## src/rtl/md5_candidate_gen_if.sv

```systemverilog
// Message stream between the candidate generator and the MD5 pipeline.
// The generator is the master: it drives the 128-bit message field and its
// new_message strobe. The pipeline side is the slave: it drives en, which
// throttles the generator.
interface md5_candidate_gen_if;
  logic [127:0] message;
  logic         new_message;
  logic         en;

  modport master (output message, output new_message, input en);
  modport slave  (input message, input new_message, output en);
endinterface

```

## src/rtl/md5_candidate_gen.sv

```systemverilog
// Brute-force candidate generator feeding the 64-stage MD5 pipeline.
// An odometer over a fixed charset walks every string of length start_len
// up to MAX_LEN. One padded candidate is emitted per enabled cycle.
// Byte i of the field sits in word i/4 at bits [8*(i%4)+7 : 8*(i%4)], so
// byte 0 is the low byte of W0 (MD5 little-endian). The length field is
// left to the pipeline's zero region.
// Optional macro MD5_CANDIDATE_DIGITS_EN extends the charset with '0'..'9'
// after 'z' (36 symbols). When it is undefined, only 'a'..'z' are used.
module md5_candidate_gen #(
  parameter int MAX_LEN = 8,
  parameter int CNT_W   = 48
) (
  input  logic                clk,
  input  logic                rst,
  md5_candidate_gen_if.master bus,
  input  logic                start,
  input  logic [3:0]          start_len,
  input  logic                abort,
  output logic                busy,
  output logic                done,
  output logic [3:0]          cur_len,
  output logic [CNT_W-1:0]    count
);

`ifdef MD5_CANDIDATE_DIGITS_EN
  localparam int DIGIT_W = 6;
  localparam logic [DIGIT_W-1:0] LAST_SYM = 6'd35;
`else
  localparam int DIGIT_W = 5;
  localparam logic [DIGIT_W-1:0] LAST_SYM = 5'd25;
`endif

  localparam logic [3:0] MAX_LEN_L = 4'(MAX_LEN);

  typedef enum logic [1:0] {IDLE, RUN, DONE} state_t;

  state_t             state;
  logic [DIGIT_W-1:0] digits     [MAX_LEN];
  logic [DIGIT_W-1:0] digits_inc [MAX_LEN];
  logic [3:0]         len;
  logic [3:0]         len_clamped;
  logic               carry_out;
  logic               exhausted;
  logic [127:0]       candidate;

  // Map a charset index to its ASCII character.
  function automatic logic [7:0] sym_char(input logic [DIGIT_W-1:0] idx);
`ifdef MD5_CANDIDATE_DIGITS_EN
    if (idx >= 6'd26) return 8'h30 + 8'(idx - 6'd26);
`endif
    return 8'h61 + 8'(idx);
  endfunction

  assign len_clamped = (start_len == 4'd0)     ? 4'd1      :
                       (start_len > MAX_LEN_L) ? MAX_LEN_L : start_len;

  assign busy = (state == RUN);

  // Assemble the padded candidate field from the current digits and length.
  always_comb begin
    candidate = '0;
    for (int i = 0; i < MAX_LEN; i++) begin
      if (i < int'(len)) candidate[96 - 32*(i/4) + 8*(i%4) +: 8] = sym_char(digits[i]);
    end
    for (int i = 0; i < 16; i++) begin
      if (i == int'(len)) candidate[96 - 32*(i/4) + 8*(i%4) +: 8] = 8'h80;
    end
  end

  // Ripple increment of the odometer; carry_out means every active digit wrapped.
  always_comb begin
    logic carry;
    carry = 1'b1;
    for (int i = 0; i < MAX_LEN; i++) begin
      digits_inc[i] = digits[i];
      if (carry && (i < int'(len))) begin
        if (digits[i] == LAST_SYM) begin
          digits_inc[i] = '0;
        end else begin
          digits_inc[i] = digits[i] + 1'b1;
          carry         = 1'b0;
        end
      end
    end
    carry_out = carry;
  end

  // Control FSM: start/abort handling, emission, odometer advance and done.
  always_ff @(posedge clk or negedge rst) begin
    if (!rst) begin
      state           <= IDLE;
      bus.message     <= '0;
      bus.new_message <= 1'b0;
      done            <= 1'b0;
      cur_len         <= 4'd0;
      count           <= '0;
      len             <= 4'd0;
      exhausted       <= 1'b0;
      for (int i = 0; i < MAX_LEN; i++) digits[i] <= '0;
    end else if (abort) begin
      state           <= IDLE;
      bus.new_message <= 1'b0;
      done            <= 1'b0;
      exhausted       <= 1'b0;
    end else begin
      unique case (state)
        IDLE, DONE: begin
          bus.new_message <= 1'b0;
          if (start) begin
            state     <= RUN;
            len       <= len_clamped;
            count     <= '0;
            done      <= 1'b0;
            exhausted <= 1'b0;
            for (int i = 0; i < MAX_LEN; i++) digits[i] <= '0;
          end
        end
        RUN: begin
          if (exhausted) begin
            state           <= DONE;
            done            <= 1'b1;
            bus.new_message <= 1'b0;
            exhausted       <= 1'b0;
          end else if (bus.en) begin
            bus.message     <= candidate;
            bus.new_message <= 1'b1;
            cur_len         <= len;
            if (count != '1) count <= count + CNT_W'(1);
            for (int i = 0; i < MAX_LEN; i++) digits[i] <= digits_inc[i];
            if (carry_out) begin
              if (len == MAX_LEN_L) exhausted <= 1'b1;
              else                  len       <= len + 4'd1;
            end
          end else begin
            bus.new_message <= 1'b0;
          end
        end
        default: state <= IDLE;
      endcase
    end
  end

endmodule
```

## src/flat_wrapper.sv

```systemverilog
// flat-port wrapper written by rule: the top's interface ports become plain ports
module md5_candidate_gen_flat 
#(
  parameter int MAX_LEN = 8,
  parameter int CNT_W   = 48
)
  (clk, rst, start, start_len, abort, busy, done, cur_len, count, bus_message, bus_new_message, bus_en);
  md5_candidate_gen_if bus_i ();
  input  logic clk;
  input  logic rst;
  input  logic start;
  input  logic [3:0] start_len;
  input  logic abort;
  output logic busy;
  output logic done;
  output logic [3:0] cur_len;
  output logic [CNT_W-1:0] count;
  output wire logic [$bits(bus_i.message)-1:0] bus_message;
  output wire logic [$bits(bus_i.new_message)-1:0] bus_new_message;
  input wire logic [$bits(bus_i.en)-1:0] bus_en;
  assign bus_message = bus_i.message;
  assign bus_new_message = bus_i.new_message;
  assign bus_i.en = bus_en;
  md5_candidate_gen #(.MAX_LEN(MAX_LEN), .CNT_W(CNT_W)) u_core (.clk(clk), .rst(rst), .bus(bus_i), .start(start), .start_len(start_len), .abort(abort), .busy(busy), .done(done), .cur_len(cur_len), .count(count));
endmodule
```

## config.mk

```make
export PLATFORM = sky130hd
export DESIGN_NAME = md5_candidate_gen_flat
export DESIGN_NICKNAME = d
export VERILOG_FILES = /design/src/rtl/md5_candidate_gen_if.sv /design/src/rtl/md5_candidate_gen.sv /design/src/flat_wrapper.sv
export SDC_FILE = /design/constraint.sdc
export NUM_CORES = 1
export LEC_CHECK = 0
export CORE_MARGIN = 2
export CORE_UTILIZATION = 56
export CTS_CLUSTER_SIZE = 24
export DETAILED_ROUTE_END_ITERATION = 7
export HOLD_SLACK_MARGIN = 0.08
export PLACE_DENSITY = 0.86
export REMOVE_ABC_BUFFERS = 1
export SLEW_MARGIN = 25
export SYNTH_ARGS = -nofsm -noshare
export SYNTH_HDL_FRONTEND = slang
export SYNTH_SLANG_ARGS = --single-unit
```

## constraint.sdc

```tcl
create_clock -name clk -period 4.63 [get_ports clk]
set_input_delay 0.926 -clock clk [delete_from_list [all_inputs] [get_ports clk]]
set_output_delay 0.926 -clock clk [all_outputs]
set_load 0.05 [all_outputs]
```

==> metrics.md <==
| Metric | Value |
|---|---|
| Ys flop type | `dfrtp_1` |
| R2R depth | `9` |
| Max Root-Sink Buffers | `2` |
| Synth warn | `0` |
| Clock Tree Root | `clkbuf_16` |
| Initial antenna violation count | `0` |
| Slew HR | `39.3%` |
| Gr ovfl total | `0` |
| Sw Pwr | `2330 µW` |
| Total clock buffers created by CTS | `17` |
| Clock share of power | `~25%` |
| Commonest non-fill, non-tap cell in the layout | `dfrtp_1` |
| Hold_buf cts | `0` |
| Pin count of the biggest net entering global routing | `just under 100` |
| Int Pwr | `about 3000 µW` |
| Logic pwr share | `a little under two fifths` |
| Core area | `~16000 µm²` |
| Worst-skew pair later-pin latency | `roughly 0.44 ns` |
| Crit Path Category | `in2reg` |
| Post-Route WL | `23.3 mm` |
| Hold Crit Depth | `2` |
| PortBufs | `between 100 and 150` |
| Status | `complete, no violations` |
| Synth cell types | `63` |
| Die area | `about 18000 µm²` |
| Actual slew at the worst max-slew pin | `0.910 ns` |
| Ys async rst share | `between 90% and 100%` |
| Syn Inst Count | `between 1000 and 1500` |
| Htree depth | `4` |
| Nets | `1153` |
| Max-capacitance violation count | `0` |
| Setup violators final | `0` |
| Pwr Total | `between 5000 and 6000 µW` |
| Synthesized area per cell | `9.20 µm²` |
| Routability congestion estimate | `0.907` |
| Setup TNS | `0 ns` |
| I/O Pins | `192` |
| Rows | `46` |
| Reg clk slew, reported paths | `0.07 ns` |
| Hold WC Path Type | `reg2reg` |
| Vias in the first global route | `about 7600` |
| TritonCTS clock tree | `built` |
| Register area share after synthesis | `between 40 and 50%` |
| Max frequency | `about 310 MHz` |
| CP arrival | `about 3.6 ns` |
| Detail Placement HPWL | `about 16 mm` |
| Commonest cells after routing, fill and taps aside | `dfrtp_1, clkdlybuf4s50_1, nand2_1` |
| Final critical-path required period | `approximately 3.3 ns` |
| Setup bufs post-CTS | `0` |
| Final period utilization | `about 70%` |
| Share of cells above drive strength 1 | `~6.3%` |
| Final core occ | `around 70%` |
| Via count | `approximately 8000` |
| DRT Pass-1 Iters | `5` |
| Starting DRT DRC Count | `a little over 700` |
| CP Launch Type | `primary input` |
| Total GRT Usage | `a little over a quarter` |
| CP required | `5.00 ns` |
| Post-CTS sizing | `0` |
| Final Max Tran Viols | `0` |
| ANT nets after route | `0` |
| Starting Density | `between 50 and 60%` |
| Drc violations | `0` |
| Net Sw Frac | `between 40 and 50%` |
| Peak VDD IR | `0.000320 V` |
| WL/cell | `between 15 and 20 µm` |
| N_diodes | `0` |
| Cell Area, Synth | `between 9000 and 10000 µm²` |
| Power Density | `486 nW/µm²` |
| Hold slack | `about 0.47 ns` |
| Post-DP Area | `around 11000 µm²` |
| Clock Skews | `~0.0087 ns` |
| Syn-to-layout area delta | `20.3%` |
| Number of clock sinks | `about 170` |
| Total of fill cells in the finished design | `about 1300` |
| EDFF count, synth | `0` |
| Final hold vios | `0` |
| RSZ-0062 raised after global routing | `false` |
| DR vias/cell | `slightly below 6` |
| Sequential Power Share | `between 30% and 40%` |
| First-pass GRT wire length | `~38 mm` |
| Pleak | `0.00475 µW` |
| Die Width | `about 130 µm` |
| Finished Cell Area | `roughly 11000 µm²` |
| CP max FO | `19` |
| Die height | `about 130 µm` |
| Synthesized flop and latch total | `about 170` |
| Crit. End Element | `flip-flop` |
[per-stage QoR]
stage	setup slack [ns]	std cells
after floorplan	0.171	957
after global placement	1.08	1320
after detailed placement	0.988	1320
after CTS	1.45	1352
after global routing	1.25	1352
final	1.38	1352
[critical path, cell delays in order]
cell and delay, ns:
clkdlybuf4s50_1 0.52, nand2b_1 0.19, a21o_1 0.49, nor3_1 0.58
nand3_1 0.26, or4_1 0.48, a21oi_1 0.16
[area by class of cell]
| cell class | count | area, µm² | share of cell area, % |
|---|---|---|---|
| inverter | 27 | 101 | 0.913 |
| sequential | 173 | 4330 | 39.0 |
| tap | 216 | 270 | 2.43 |
| clock buffer | 17 | 425 | 3.83 |
| timing repair buffer | 147 | 1460 | 13.1 |
| clock inverter | 15 | 119 | 1.07 |
| multi-input combinational | 757 | 4400 | 39.6 |
[cells in the mapped netlist, types with 3 or more instances]
library cell,count,share of area [%]
ha_1,21,2.8
a31oi_1,9,0.61
o31ai_1,28,2.3
a21o_1,15,1.2
xor2_1,34,3.2
xnor2_1,15,1.4
dfrtp_1,173,47
buf_2,5,0.27
or3_1,17,1.2
nand4b_1,12,1.1
nand2b_1,10,0.68
and4_1,5,0.47
o22ai_1,4,0.27
clkbuf_1,38,1.5
or2_2,6,0.41
a21oi_1,40,2.2
nor2_1,64,2.6
buf_4,56,4.6
o21ai_0,95,5.2
nand2_1,130,5.3
and2_1,9,0.61
nand3_1,50,2.7
nor4_1,11,0.75
a31o_2,3,0.28
o211ai_1,3,0.24
and3_1,24,1.6
a32oi_1,4,0.38
nor3_1,13,0.71
inv_1,26,1.1
a41oi_1,6,0.57
nand4_1,33,2.2
[sequential cells by signal (all words and copies together), names as in the netlist]
signal / flops
u_core.done: 1
u_core.cur_len: 4
u_core.count: 48
u_core.exhausted: 1
u_core.bus.message: 72
u_core.state: 2
u_core.digits: 40
u_core.len: 4
u_core.bus.new_message: 1
[cells by family after synthesis]
group / share of synthesized area, %
other: 0.0406
xor gates and xnor gates: 4.65
adders and majority gates: 2.85
and+or+nand+nor: 22.6
AOI/OAI and AO/OA: 14.8
DFF: 46.9
buffers and inverters: 7.72
muxes: 0.461
[power groups by stage]
stage / Combinational (µW) / Sequential [µW] / Clock [µW]
after floorplan: 636 / 2720 / 0
after global placement: 2020 / 2030 / 0
after detailed placement: 2060 / 2040 / 0
after CTS: 2060 / 2010 / 1330
after global routing: 2190 / 2040 / 1400
final: 2060 / 2010 / 1320
[layer usage]
layer / share of wire, % / track usage, % / up-vias
li1: - / - / 3704
met1: 42 / 37.0 / 3944
met2: 48 / 42.7 / 368
met3: 7.5 / 4.54 / 39
met4: 1.9 / 9.74 / 0
met5: 0 / 0 / -
[worst paths after layout]
check	from	endpoint	slack, ns
min reg2reg	u_core.bus.message[95]	u_core.bus.message[95]	0.47
max	start	u_core.count[26]	1.38
max in group asynchronous	rst	u_core.digits[6]	3.19
max reg2reg	u_core.len[1]	u_core.digits[13]	1.51
min in group asynchronous	rst	u_core.bus.message[106]	0.55
min	u_core.bus.message[95]	u_core.bus.message[95]	0.47
No activity file was read; power rests on OpenSTA's default activity.
